<file path="src/rtl/skintone_pkg.sv">
// Shared constants and region type for the skin-tone
// chroma cluster width pipeline.
package skintone_pkg;

  localparam int unsigned K_L   = 125;
  localparam int unsigned K_H   = 188;
  localparam int unsigned Y_MIN = 16;
  localparam int unsigned Y_MAX = 235;

  localparam int unsigned CB_WL      = 23;
  localparam int unsigned CB_WH      = 14;
  localparam int unsigned CB_WC      = 47;
  localparam int unsigned CB_SLOPE_L = 113;
  localparam int unsigned CB_SLOPE_H = 359;

  localparam int unsigned CR_WL      = 20;
  localparam int unsigned CR_WH      = 10;
  localparam int unsigned CR_WC      = 39;
  localparam int unsigned CR_SLOPE_L = 89;
  localparam int unsigned CR_SLOPE_H = 316;

  typedef enum logic [1:0] {
    REG_LOW  = 2'd0,
    REG_MID  = 2'd1,
    REG_HIGH = 2'd2
  } region_t;

endpackage

</file>
<file path="src/rtl/skintone_width_lane.sv">
// Single-channel width datapath: region/diff, slope product,
// then offset add with saturation. Three enabled stages.
module skintone_width_lane
  import skintone_pkg::*;
#(
  parameter int Y_W     = 8,
  parameter int INT_W   = 9,
  parameter int FRAC_W  = 9,
  parameter int SLOPE_W = 18,
  parameter int unsigned WL      = 23,
  parameter int unsigned WH      = 14,
  parameter int unsigned WC      = 47,
  parameter int unsigned SLOPE_L = 113,
  parameter int unsigned SLOPE_H = 359
) (
  input  logic                    clk,
  input  logic                    rst,
  input  logic                    en,
  input  logic [Y_W-1:0]          y,
  output logic [INT_W+FRAC_W-1:0] result
);

  localparam int RES_W  = INT_W + FRAC_W;
  localparam int PROD_W = Y_W + SLOPE_W;

  region_t             reg_d;
  region_t             reg1;
  region_t             reg2;
  logic [Y_W-1:0]      diff_d;
  logic [Y_W-1:0]      diff1;
  logic [SLOPE_W-1:0]  slope;
  logic [PROD_W-1:0]   prod_d;
  logic [PROD_W-1:0]   prod2;
  logic [PROD_W:0]     sum;
  logic [RES_W-1:0]    base;
  logic [RES_W-1:0]    res_d;

  // Stage 1: classify luma and form the clamped distance
  always_comb begin
    reg_d  = REG_MID;
    diff_d = '0;
    if (y <= Y_W'(K_L)) begin
      reg_d = REG_LOW;
      if (y > Y_W'(Y_MIN))
        diff_d = y - Y_W'(Y_MIN);
    end else if (y >= Y_W'(K_H)) begin
      reg_d = REG_HIGH;
      if (y < Y_W'(Y_MAX))
        diff_d = Y_W'(Y_MAX) - y;
    end
  end

  // Stage 2: pick the slope for the region, full-width multiply
  always_comb begin
    case (reg1)
      REG_LOW:  slope = SLOPE_W'(SLOPE_L);
      REG_HIGH: slope = SLOPE_W'(SLOPE_H);
      default:  slope = '0;
    endcase
    prod_d = PROD_W'(diff1) * PROD_W'(slope);
  end

  // Stage 3: add the region offset, saturate on overflow
  always_comb begin
    case (reg2)
      REG_LOW:  base = RES_W'(WL) << FRAC_W;
      REG_HIGH: base = RES_W'(WH) << FRAC_W;
      default:  base = RES_W'(WC) << FRAC_W;
    endcase
    sum = (PROD_W+1)'(base) + (PROD_W+1)'(prod2);
    if (reg2 != REG_LOW && reg2 != REG_HIGH)
      res_d = base;
    else if (|sum[PROD_W:RES_W])
      res_d = '1;
    else
      res_d = sum[RES_W-1:0];
  end

  // Stage registers advance together on enable
  always_ff @(posedge clk or negedge rst) begin
    if (!rst) begin
      reg1   <= REG_LOW;
      diff1  <= '0;
      reg2   <= REG_LOW;
      prod2  <= '0;
      result <= '0;
    end else if (en) begin
      reg1   <= reg_d;
      diff1  <= diff_d;
      reg2   <= reg1;
      prod2  <= prod_d;
      result <= res_d;
    end
  end

endmodule

</file>
<file path="src/rtl/skintone_width_calc.sv">
// Dual-lane (Cb/Cr) skin-tone width pipeline with
// valid/ready handshake and tag passthrough.
module skintone_width_calc
  import skintone_pkg::*;
#(
  parameter int Y_W     = 8,
  parameter int INT_W   = 9,
  parameter int FRAC_W  = 9,
  parameter int SLOPE_W = 18,
  parameter int TAG_W   = 8
) (
  input  logic                    clk,
  input  logic                    rst,
  input  logic [Y_W-1:0]          y_value,
  input  logic [TAG_W-1:0]        in_tag,
  input  logic                    in_valid,
  output logic                    in_ready,
  output logic [INT_W+FRAC_W-1:0] width_cb_result,
  output logic [INT_W+FRAC_W-1:0] width_cr_result,
  output logic [TAG_W-1:0]        out_tag,
  output logic                    out_valid,
  input  logic                    out_ready
);

  logic             en;
  logic             v1;
  logic             v2;
  logic             v3;
  logic [TAG_W-1:0] t1;
  logic [TAG_W-1:0] t2;
  logic [TAG_W-1:0] t3;

  assign en        = out_ready | ~v3;
  assign in_ready  = en;
  assign out_valid = v3;
  assign out_tag   = t3;

  // Valid and tag shift in lockstep with the lane datapaths
  always_ff @(posedge clk or negedge rst) begin
    if (!rst) begin
      v1 <= 1'b0;
      v2 <= 1'b0;
      v3 <= 1'b0;
      t1 <= '0;
      t2 <= '0;
      t3 <= '0;
    end else if (en) begin
      v1 <= in_valid;
      v2 <= v1;
      v3 <= v2;
      t1 <= in_tag;
      t2 <= t1;
      t3 <= t2;
    end
  end

  skintone_width_lane #(
    .Y_W     (Y_W),
    .INT_W   (INT_W),
    .FRAC_W  (FRAC_W),
    .SLOPE_W (SLOPE_W),
    .WL      (CB_WL),
    .WH      (CB_WH),
    .WC      (CB_WC),
    .SLOPE_L (CB_SLOPE_L),
    .SLOPE_H (CB_SLOPE_H)
  ) u_cb (
    .clk    (clk),
    .rst    (rst),
    .en     (en),
    .y      (y_value),
    .result (width_cb_result)
  );

  skintone_width_lane #(
    .Y_W     (Y_W),
    .INT_W   (INT_W),
    .FRAC_W  (FRAC_W),
    .SLOPE_W (SLOPE_W),
    .WL      (CR_WL),
    .WH      (CR_WH),
    .WC      (CR_WC),
    .SLOPE_L (CR_SLOPE_L),
    .SLOPE_H (CR_SLOPE_H)
  ) u_cr (
    .clk    (clk),
    .rst    (rst),
    .en     (en),
    .y      (y_value),
    .result (width_cr_result)
  );

endmodule

</file>
<file path="config.mk">
export PLATFORM = sky130hd
export DESIGN_NAME = skintone_width_calc
export DESIGN_NICKNAME = d
export VERILOG_FILES = /design/src/rtl/skintone_pkg.sv /design/src/rtl/skintone_width_lane.sv /design/src/rtl/skintone_width_calc.sv
export SDC_FILE = /design/constraint.sdc
export NUM_CORES = 1
export LEC_CHECK = 0
export ABC_AREA = 1
export CAP_MARGIN = 40
export CORE_AREA = 4 4 125 127
export DETAILED_ROUTE_END_ITERATION = 7
export DIE_AREA = 0 0 129 131
export PLACE_DENSITY_LB_ADDON = 0.08
export SKIP_LAST_GASP = 1
export SLEW_MARGIN = 20
export SYNTH_ARGS = -nofsm -noshare
export SYNTH_HDL_FRONTEND = slang
export SYNTH_SLANG_ARGS = --single-unit
</file>
<file path="constraint.sdc">
create_clock -name clk -period 11.3 [get_ports clk]
set_clock_uncertainty 0.1 [all_clocks]
set_input_delay 1.695 -clock clk [delete_from_list [all_inputs] [get_ports clk]]
set_output_delay 1.695 -clock clk [all_outputs]
set_load 0.02 [all_outputs]
</file>
==> results of run 1 <==
cells by family after synthesis:
family                   share of synthesized area
AND/OR/NAND/NOR                              0.200
AO/OA/AOI/OAI                               0.0766
flip-flops                                   0.316
adder cells (fa/ha/maj)                      0.279
buffers and inverters                        0.111
XOR/XNOR                                    0.0163
worst min-delay path by stage:
| stage | startpoint | end | cells past startpoint |
|---|---|---|---|
| final | v2 | out_valid | 2 |
| after floorplan | v2 | out_valid | 2 |
| after global routing | t1[7] | t2[7] | 2 |
| after detailed placement | v2 | out_valid | 2 |
| after global placement | v2 | out_valid | 2 |
| after CTS | v2 | out_valid | 2 |
flip-flops by register name (all words and copies together) (netlist names), 2 cells and up:
register / flops
u_cb.reg1: 2
u_cb.reg2: 2
u_cr.result: 18
t1: 8
out_tag: 8
u_cb.diff1: 8
t2: 8
u_cb.prod2: 17
u_cb.result: 18
u_cr.prod2: 17
area by class of cell:
type,count,area [um2]
clock inverters,7,65.1
inverters,226,848
well taps,184,230
multi-input cells,723,4940
clock buffers,9,225
flip-flops and latches,109,2730
repair buffers,71,746
fillers,1237,4640
through the flow:
step / power (mW) / util / setup WS (ns)
after floorplan: 1.70 / - / 6.84
after global placement: 2.12 / 0.653 / 6.39
after detailed placement: 2.15 / 0.656 / 6.26
after CTS: 2.48 / 0.677 / 6.24
after global routing: 2.73 / 0.678 / 5.78
final: 2.46 / 0.678 / 6.24
critical path, cell delays in order (launching register included):
cell	delay (ns)
dfrtp_1	0.52
nor2_1	0.19
inv_2	0.09
nor2_1	0.56
inv_1	0.15
fa_1	0.52
fa_1	0.49
inv_1	0.06
fa_1	0.54
inv_1	0.06
fa_1	0.53
inv_1	0.05
ha_1	0.34
nand2_1	0.12
nor2_1	0.16
nand3_1	0.12
nand3_1	0.09
nand2_1	0.05
nand3_1	0.14
nand2_1	0.08
cells in the mapped netlist:
master,count
a21boi_2,1
a21o_1,1
a21oi_1,26
a21oi_2,1
a22o_1,7
a22oi_1,1
a31oi_1,2
buf_2,14
buf_4,2
clkbuf_1,7
dfrtp_1,109
fa_1,54
ha_1,106
inv_1,220
inv_2,6
nand2_1,290
nand3_1,42
nand3b_1,4
nand4_1,11
nor2_1,73
nor2_2,1
nor2_4,1
nor3_1,4
o211ai_1,2
o21ai_0,24
o21ai_1,45
o21bai_1,1
o22a_1,4
o22ai_1,3
or2_1,1
or2_2,2
xnor2_1,8
xor2_1,8
power by group:
part / internal [mW] / total [mW] / switching (mW)
Sequential: 0.539 / 0.616 / 0.0773
Clock: 0.155 / 0.307 / 0.152
Combinational: 0.601 / 1.54 / 0.939
cells in the final DEF (no fill, tap or decap), types with 9 or more instances in the layout:
cell type / n
clkbuf_16: 9
inv_1: 220
nand3_1: 42
ha_1: 106
clkdlybuf4s50_1: 64
o21ai_0: 24
o21ai_1: 45
a21oi_1: 26
nor2_1: 72
dfrtp_1: 109
nand2_1: 290
fa_1: 54
nand4_1: 11
per-layer routing:
| layer | global-route usage | vias up | share of wire |
|---|---|---|---|
| met5 | 0 | - | 0 |
| met4 | 0.0716 | 0 | 0.021 |
| li1 | - | 3457 | - |
| met3 | 0.0374 | 29 | 0.057 |
| met1 | 0.348 | 3252 | 0.47 |
| met2 | 0.371 | 195 | 0.45 |
==> report_table.html, run 1 <==
<table>
<tr><th>Metric</th><th>Value</th></tr>
<tr><th colspan="2">Status</th></tr>
<tr><td>Status</td><td>finished clean</td></tr>
<tr><th colspan="2">Worst setup path</th></tr>
<tr><td>Worst EP arrival</td><td>5.20 ns</td></tr>
<tr><td>Highest net fanout along the worst path</td><td>13</td></tr>
<tr><td>Critical path type</td><td>reg2reg</td></tr>
<tr><td>Setup crit start</td><td>u_cb.reg1[0]</td></tr>
<tr><td>Critical Path Sink Type</td><td>flip-flop</td></tr>
<tr><td>Length in cells of the worst reg-to-reg path</td><td>19</td></tr>
<tr><td>Worst reg2reg path startpoint</td><td>u_cb.reg1[0]</td></tr>
<tr><td>Setup slack of the most critical reg-to-reg path</td><td>6.24 ns</td></tr>
<tr><td>Critical Path Sink</td><td>u_cr.prod2[15]</td></tr>
<tr><td>RR Endpoint</td><td>u_cr.prod2[15]</td></tr>
<tr><td>Req. time, crit path</td><td>11.44 ns</td></tr>
<tr><td>Worst Setup Start Kind</td><td>flip-flop</td></tr>
<tr><th colspan="2">Timing</th></tr>
<tr><td>Setup TNS</td><td>0 ns</td></tr>
<tr><td>Final Hold Fails</td><td>0</td></tr>
<tr><td>Final count of negative-setup-slack endpoints</td><td>0</td></tr>
<tr><td>Relative slew slack</td><td>0.442</td></tr>
<tr><td>Maximum clock frequency</td><td>198 MHz</td></tr>
<tr><td>Post-route clock period utilization</td><td>0.448</td></tr>
<tr><td>Count of pins over their slew limit</td><td>0</td></tr>
<tr><td>Min Clock Period, post-route</td><td>5.06 ns</td></tr>
<tr><td>WHS</td><td>0.367 ns</td></tr>
<tr><td>Unrepaired setup endpoints after global routing</td><td>no</td></tr>
<tr><td>Transition time at the pin with the least slew margin</td><td>0.833 ns</td></tr>
<tr><th colspan="2">Synthesis</th></tr>
<tr><td>Net count of the mapped netlist</td><td>1261</td></tr>
<tr><td>Synth Area per Inst</td><td>7.98 um2</td></tr>
<tr><td>Total standard cell area after synthesis</td><td>8620 um2</td></tr>
<tr><td>Number of distinct library cells after synthesis</td><td>33</td></tr>
<tr><td>Area contributors post-synth</td><td>dfrtp_1 (32%), ha_1 (15%), nand2_1 (13%)</td></tr>
<tr><td>Flop and latch count out of synthesis</td><td>109</td></tr>
<tr><td>Cell taking the most area after synthesis</td><td>dfrtp_1</td></tr>
<tr><td>Top cell type's share of synthesized area</td><td>0.316</td></tr>
<tr><td>Number of warnings issued by yosys</td><td>0</td></tr>
<tr><td>Share of synthesized area occupied by flip-flops and latches</td><td>0.316</td></tr>
<tr><td>Cells after Synth</td><td>1081</td></tr>
<tr><th colspan="2">Floorplan</th></tr>
<tr><td>Initial core utilization</td><td>0.598</td></tr>
<tr><td>Width of the chip</td><td>129 um</td></tr>
<tr><td>I/O pins</td><td>66</td></tr>
<tr><td>Standard cell core area</td><td>14400 um2</td></tr>
<tr><td>Chip height</td><td>131 um</td></tr>
<tr><td>Count of standard-cell rows</td><td>44</td></tr>
<tr><td>Total Die Area</td><td>16900 um2</td></tr>
<tr><th colspan="2">Detailed routing</th></tr>
<tr><td>DRC violations left</td><td>0</td></tr>
<tr><td>Detailed Route WL</td><td>18800 um</td></tr>
<tr><td>Number of nets still failing antenna checks after routing</td><td>0</td></tr>
<tr><td>Number of vias after detailed routing</td><td>6933</td></tr>
<tr><td>Number of violations reported at the end of detailed-routing iteration 0</td><td>438</td></tr>
<tr><td>Routed wire length per instance</td><td>14.2 um</td></tr>
<tr><td>Number of vias per cell after detailed routing</td><td>5.22</td></tr>
<tr><td>Number of iterations in the first detailed-routing pass</td><td>6</td></tr>
<tr><th colspan="2">CTS</th></tr>
<tr><td>CTS tree</td><td>yes</td></tr>
<tr><td>Quantity of hold-fixing buffers added after cts</td><td>0</td></tr>
<tr><td>CTS-repair resized insts</td><td>0</td></tr>
<tr><td>CTS Root Cell</td><td>clkbuf_16</td></tr>
<tr><td>Buffer levels on the longest clock path</td><td>2</td></tr>
<tr><td>Clk pin slew, worst setup/hold paths</td><td>0.08 ns</td></tr>
<tr><td>Number of sinks driven by the clock tree</td><td>109</td></tr>
<tr><td>Count of buffers added by post-CTS timing repair for setup</td><td>0</td></tr>
<tr><td>Clk_lat worst skew</td><td>0.35 ns</td></tr>
<tr><td>Number of H-tree levels</td><td>3</td></tr>
<tr><td>Total CTS buffers</td><td>9</td></tr>
<tr><th colspan="2">Placed design</th></tr>
<tr><td>Placed standard-cell area</td><td>9470 um2</td></tr>
<tr><td>Count of placed standard cells including taps</td><td>1312</td></tr>
<tr><td>Input/output buffers</td><td>65</td></tr>
<tr><td>Final weighted congestion in routability-driven placement</td><td>0.925</td></tr>
<tr><td>Hpwl dp</td><td>14900 um</td></tr>
<tr><th colspan="2">GRT</th></tr>
<tr><td>First-pass GRT wire length</td><td>31900 um</td></tr>
<tr><td>Largest net degree at the start of global routing</td><td>82</td></tr>
<tr><td>Total routing usage reported by global routing</td><td>0.239</td></tr>
<tr><td>Vias in the first global route</td><td>6529</td></tr>
<tr><td>Total global routing overflow</td><td>0</td></tr>
<tr><td>Initial antenna violation count</td><td>0</td></tr>
<tr><th colspan="2">Finish</th></tr>
<tr><td>Count of placed standard cells in the final layout, fillers left out</td><td>1329</td></tr>
<tr><td>Fraction of final layout cells sized beyond drive strength 1</td><td>0.0314</td></tr>
<tr><td>Antenna Diode Count</td><td>0</td></tr>
<tr><td>Area growth from synthesis to layout</td><td>13.5%</td></tr>
<tr><td>Cell area after layout</td><td>9790 um2</td></tr>
<tr><td>Net count of the finished layout</td><td>1320</td></tr>
<tr><th colspan="2">Job</th></tr>
<tr><td>Max-cap check violation count</td><td>0</td></tr>
<tr><th colspan="2">Power and ir drop</th></tr>
<tr><td>Power Density</td><td>252 nW/um2</td></tr>
<tr><td>Static Leakage</td><td>5.38 nW</td></tr>
<tr><td>Worst ir drop on vdd</td><td>0.0991 mV</td></tr>
<tr><th colspan="2">Min path</th></tr>
<tr><td>Tightest Hold Check Type</td><td>reg2reg</td></tr>
</table>
No activity file was read; power rests on OpenSTA's default activity.
==> run 2, diff against run 1 <==
--- a/config.mk
+++ b/config.mk
@@ -7,9 +7,9 @@
 export LEC_CHECK = 0
 export ABC_AREA = 1
 export CAP_MARGIN = 40
-export CORE_AREA = 4 4 125 127
+export CORE_AREA = 4 4 132 134
 export DETAILED_ROUTE_END_ITERATION = 7
-export DIE_AREA = 0 0 129 131
+export DIE_AREA = 0 0 136 138
 export PLACE_DENSITY_LB_ADDON = 0.08
 export SKIP_LAST_GASP = 1
 export SLEW_MARGIN = 20
==> constraint.sdc (replaced) <==
create_clock -name clk -period 4.1 [get_ports clk]
set_clock_uncertainty 0.1 [all_clocks]
set_input_delay 0.615 -clock clk [delete_from_list [all_inputs] [get_ports clk]]
set_output_delay 0.615 -clock clk [all_outputs]
set_load 0.02 [all_outputs]
==> run 2 against run 1 <==
Net effect: the run now ends with negative setup slack left; register-to-register slack lost 6.3 ns; worst setup slack got worse by 6.3 ns; via count is 3.6% higher.
==> report_table.html, run 2 (synthesis gave the netlist of run 1 again) <==
<table>
<tr><th>Metric</th><th>Value</th></tr>
<tr><th colspan="2">CTS</th></tr>
<tr><td>CTS tree</td><td>yes</td></tr>
<tr><td>Clk pin slew, worst setup/hold paths</td><td>0.08 ns (about the same)</td></tr>
<tr><td>Total CTS buffers</td><td>9 (unchanged)</td></tr>
<tr><td>Quantity of hold-fixing buffers added after cts</td><td>0 (unchanged)</td></tr>
<tr><td>CTS Root Cell</td><td>clkbuf_16</td></tr>
<tr><td>Clk_lat worst skew</td><td>0.35 ns (about the same)</td></tr>
<tr><td>Number of H-tree levels</td><td>3 (unchanged)</td></tr>
<tr><td>Buffer levels on the longest clock path</td><td>2 (unchanged)</td></tr>
<tr><td>Number of sinks driven by the clock tree</td><td>109 (unchanged)</td></tr>
<tr><th colspan="2">GRT</th></tr>
<tr><td>Global-route layer with the greatest usage</td><td>met2</td></tr>
<tr><td>Total routing usage reported by global routing</td><td>0.227 (-0.0113)</td></tr>
<tr><td>Vias in the first global route</td><td>7084 (+8.5%)</td></tr>
<tr><td>First-pass GRT wire length</td><td>34600 um (+8.6%)</td></tr>
<tr><td>Largest net degree at the start of global routing</td><td>82 (unchanged)</td></tr>
<tr><td>Initial antenna violation count</td><td>0 (unchanged)</td></tr>
<tr><td>GR Layer Usage met3</td><td>0.0342 (-0.00324)</td></tr>
<tr><td>Met2 demand-to-capacity share in global routing</td><td>0.365 (-0.00624)</td></tr>
<tr><td>M1 GR Usage</td><td>0.321 (-0.0271)</td></tr>
<tr><td>Total global routing overflow</td><td>0 (unchanged)</td></tr>
<tr><th colspan="2">Finish</th></tr>
<tr><td>Most common cell after layout, fill and taps aside</td><td>nand2_1</td></tr>
<tr><td>Top Registers</td><td>u_cb.result x18, u_cr.result x18</td></tr>
<tr><td>Register cell area after layout</td><td>2730 um2 (about the same)</td></tr>
<tr><td>Layout fillers</td><td>1398 (+13%)</td></tr>
<tr><td>Area growth from synthesis to layout</td><td>26.2%</td></tr>
<tr><td>Multi-input logic area</td><td>5350 um2 (+8.1%)</td></tr>
<tr><td>Most frequent cells in the layout</td><td>nand2_1 (269), inv_1 (208), dfrtp_1 (108), ha_1 (91), buf_4 (89)</td></tr>
<tr><td>Net count of the finished layout</td><td>1406 (+6.5%)</td></tr>
<tr><td>Antenna Diode Count</td><td>0 (unchanged)</td></tr>
<tr><td>Fraction of final layout cells sized beyond drive strength 1</td><td>0.168 (+0.137)</td></tr>
<tr><td>Layout Utilization</td><td>0.668 (-0.0101)</td></tr>
<tr><th colspan="2">Timing</th></tr>
<tr><td>Relative slew slack</td><td>0.550 (+0.108)</td></tr>
<tr><td>Post-route clock period utilization</td><td>1.00 (+0.555)</td></tr>
<tr><td>Count of pins over their slew limit</td><td>0 (unchanged)</td></tr>
<tr><td>Final Hold Fails</td><td>0 (unchanged)</td></tr>
<tr><td>Maximum clock frequency</td><td>243 MHz (+23%)</td></tr>
<tr><td>Min Clock Period, post-route</td><td>4.11 ns (-0.947 ns)</td></tr>
<tr><td>Final worst slack</td><td>-0.0119 ns (-6.25 ns)</td></tr>
<tr><td>Final count of negative-setup-slack endpoints</td><td>4 (+4)</td></tr>
<tr><td>Setup TNS</td><td>-0.0412 ns (-0.0412 ns)</td></tr>
<tr><td>Transition time at the pin with the least slew margin</td><td>0.675 ns (-0.158 ns)</td></tr>
<tr><td>Unrepaired setup endpoints after global routing</td><td>yes</td></tr>
<tr><th colspan="2">Job</th></tr>
<tr><td>Max-cap check violation count</td><td>0 (unchanged)</td></tr>
<tr><th colspan="2">Floorplan</th></tr>
<tr><td>I/O pins</td><td>66 (unchanged)</td></tr>
<tr><td>Width of the chip</td><td>136 um (+5.4%)</td></tr>
<tr><td>Count of standard-cell rows</td><td>47 (+6.8%)</td></tr>
<tr><td>Standard cell core area</td><td>16300 um2 (+13%)</td></tr>
<tr><td>Chip height</td><td>138 um (+5.3%)</td></tr>
<tr><td>Total Die Area</td><td>18800 um2 (+11%)</td></tr>
<tr><td>Initial core utilization</td><td>0.529 (-0.0685)</td></tr>
<tr><th colspan="2">Detailed routing</th></tr>
<tr><td>Number of nets still failing antenna checks after routing</td><td>0 (unchanged)</td></tr>
<tr><td>Number of iterations in the first detailed-routing pass</td><td>5 (-1)</td></tr>
<tr><td>Routed wire length per instance</td><td>14.2 um (about the same)</td></tr>
<tr><td>Number of vias after detailed routing</td><td>7181 (+3.6%)</td></tr>
<tr><td>DRC violations left</td><td>0 (unchanged)</td></tr>
<tr><td>Detailed Route WL</td><td>20600 um (+9.2%)</td></tr>
<tr><td>Number of violations reported at the end of detailed-routing iteration 0</td><td>443 (+1.1%)</td></tr>
<tr><td>Number of vias per cell after detailed routing</td><td>4.95 (-5.1%)</td></tr>
<tr><th colspan="2">Power and ir drop</th></tr>
<tr><td>Static Leakage</td><td>5.81 nW (+7.9%)</td></tr>
<tr><td>Worst ir drop on vdd</td><td>0.339 mV (+240%)</td></tr>
<tr><td>Power Density</td><td>731 nW/um2 (+190%)</td></tr>
<tr><td>Power consumption</td><td>7.96 mW (+220%)</td></tr>
<tr><th colspan="2">Status</th></tr>
<tr><td>Status</td><td>finished, violations left</td></tr>
<tr><td>Violated checks</td><td>negative setup slack</td></tr>
<tr><th colspan="2">Worst setup path</th></tr>
<tr><td>Slowest CP cell</td><td>fa_1</td></tr>
<tr><td>Critical Path Sink Type</td><td>flip-flop</td></tr>
<tr><td>Cell-by-cell trace of the critical path</td><td>nor2_4 -&gt; inv_6 -&gt; nor2_4 -&gt; inv_1 -&gt; fa_1 -&gt; fa_1 -&gt; inv_1 -&gt; fa_1 -&gt; inv_1 -&gt; fa_1 -&gt; inv_1 -&gt; ha_4 -&gt; nand2_2 -&gt; nor2_2 -&gt; nand3_1 -&gt; nand3_1 -&gt; nand2_1 -&gt; nand3_1 -&gt; nand2_1</td></tr>
<tr><td>Dominant delay contributor by cell family on the critical path</td><td>adder cells</td></tr>
<tr><td>Worst EP arrival</td><td>4.26 ns (-0.94 ns)</td></tr>
<tr><td>Worst Setup Start Kind</td><td>flip-flop</td></tr>
<tr><td>Req. time, crit path</td><td>4.25 ns (-7.19 ns)</td></tr>
<tr><td>Highest net fanout along the worst path</td><td>7 (-6)</td></tr>
<tr><td>Critical path type</td><td>reg2reg</td></tr>
<tr><td>Number of buffers and inverters on the critical path</td><td>5 (unchanged)</td></tr>
<tr><td>Critical path's largest stage delay</td><td>0.53 ns (-0.03 ns)</td></tr>
<tr><th colspan="2">Placed design</th></tr>
<tr><td>Pre-CTS setup slack</td><td>-0.213 ns (-6.48 ns)</td></tr>
<tr><td>Hpwl dp</td><td>15300 um (+2.5%)</td></tr>
<tr><td>Input/output buffers</td><td>65 (unchanged)</td></tr>
<tr><td>Final weighted congestion in routability-driven placement</td><td>0.852 (-7.9%)</td></tr>
<tr><th colspan="2">Min path</th></tr>
<tr><td>Tightest Hold Check Type</td><td>in2async</td></tr>
</table>
## run 2: cell types whose count changed in the layout (fill, tap and decap cells not counted), moves of 11 or more
cell,before,now
nor2_4,2,14
ha_4,0,13
buf_4,4,89
nor2_2,1,14
inv_1,220,208
nand2_2,0,20
ha_1,106,91
nand2_1,290,269
inv_2,6,17
nor2_1,72,47
## run 2: per-layer routing
layer	up-vias	part of all wire
met1	3379	0.46
met5	-	0
li1	3634	-
met3	33	0.042
met2	135	0.48
met4	0	0.022
## run 2: final timing paths
check	startpoint	end	slack [ns]	depth (start not counted)
setup / recovery	u_cb.reg1[0]	u_cr.prod2[14]	-0.01	19
hold / removal	rst	u_cb.prod2[3]	0.19	1
setup reg to reg	u_cb.reg1[0]	u_cr.prod2[14]	-0.01	19
hold reg to reg	t1[7]	t2[7]	0.37	2
max in group asynchronous	rst	t1[2]	2.84	2
min in group clk	t1[7]	t2[7]	0.37	2
## run 2: per-stage QoR
| stage | instance area (um2) | cells | hold slack [ns] |
|---|---|---|---|
| after floorplan | 8670 | 1081 | 0.219 |
| after global placement | 9910 | 1399 | 0.352 |
| after detailed placement | 9910 | 1399 | 0.353 |
| after CTS | 10700 | 1450 | 0.232 |
| after global routing | 10900 | 1451 | 0.247 |
| final | 10900 | 1451 | 0.193 |
## run 2: power breakdown
part	leakage, nW	switching (mW)	internal, mW	total (mW)
clock	0.154	0.421	0.504	0.925
combinational	4.29	2.98	2.35	5.33
sequential	1.36	0.218	1.49	1.70
total	5.81	3.62	4.34	7.96
## run 2: what timing repair did
item / CTS / global route
setup endpoints to repair: 20 / 23
setup buffers: 35 / 4
pin swaps: 23 / 15
gates resized for setup: 50 / 45
## run 2: layout make-up
type	instances	area share
Multi-Input combinational cell	723	0.491
Sequential cell	109	0.251
Timing Repair Buffer	157	0.126
Inverter	226	0.0784
Tap cell	220	0.0253
Clock buffer	10	0.0220
Clock inverter	6	0.00713
==> run 3, diff against run 2 <==
--- a/config.mk
+++ b/config.mk
@@ -6,8 +6,10 @@
 export NUM_CORES = 1
 export LEC_CHECK = 0
 export ABC_AREA = 1
+export ABC_CLOCK_PERIOD_IN_PS = 4100
 export CAP_MARGIN = 40
 export CORE_AREA = 4 4 132 134
+export CTS_CLUSTER_SIZE = 30
 export DETAILED_ROUTE_END_ITERATION = 7
 export DIE_AREA = 0 0 136 138
 export PLACE_DENSITY_LB_ADDON = 0.08
==> results of run 3 <==
No change in the layout: final DEF, timing and power equal those of run 2.
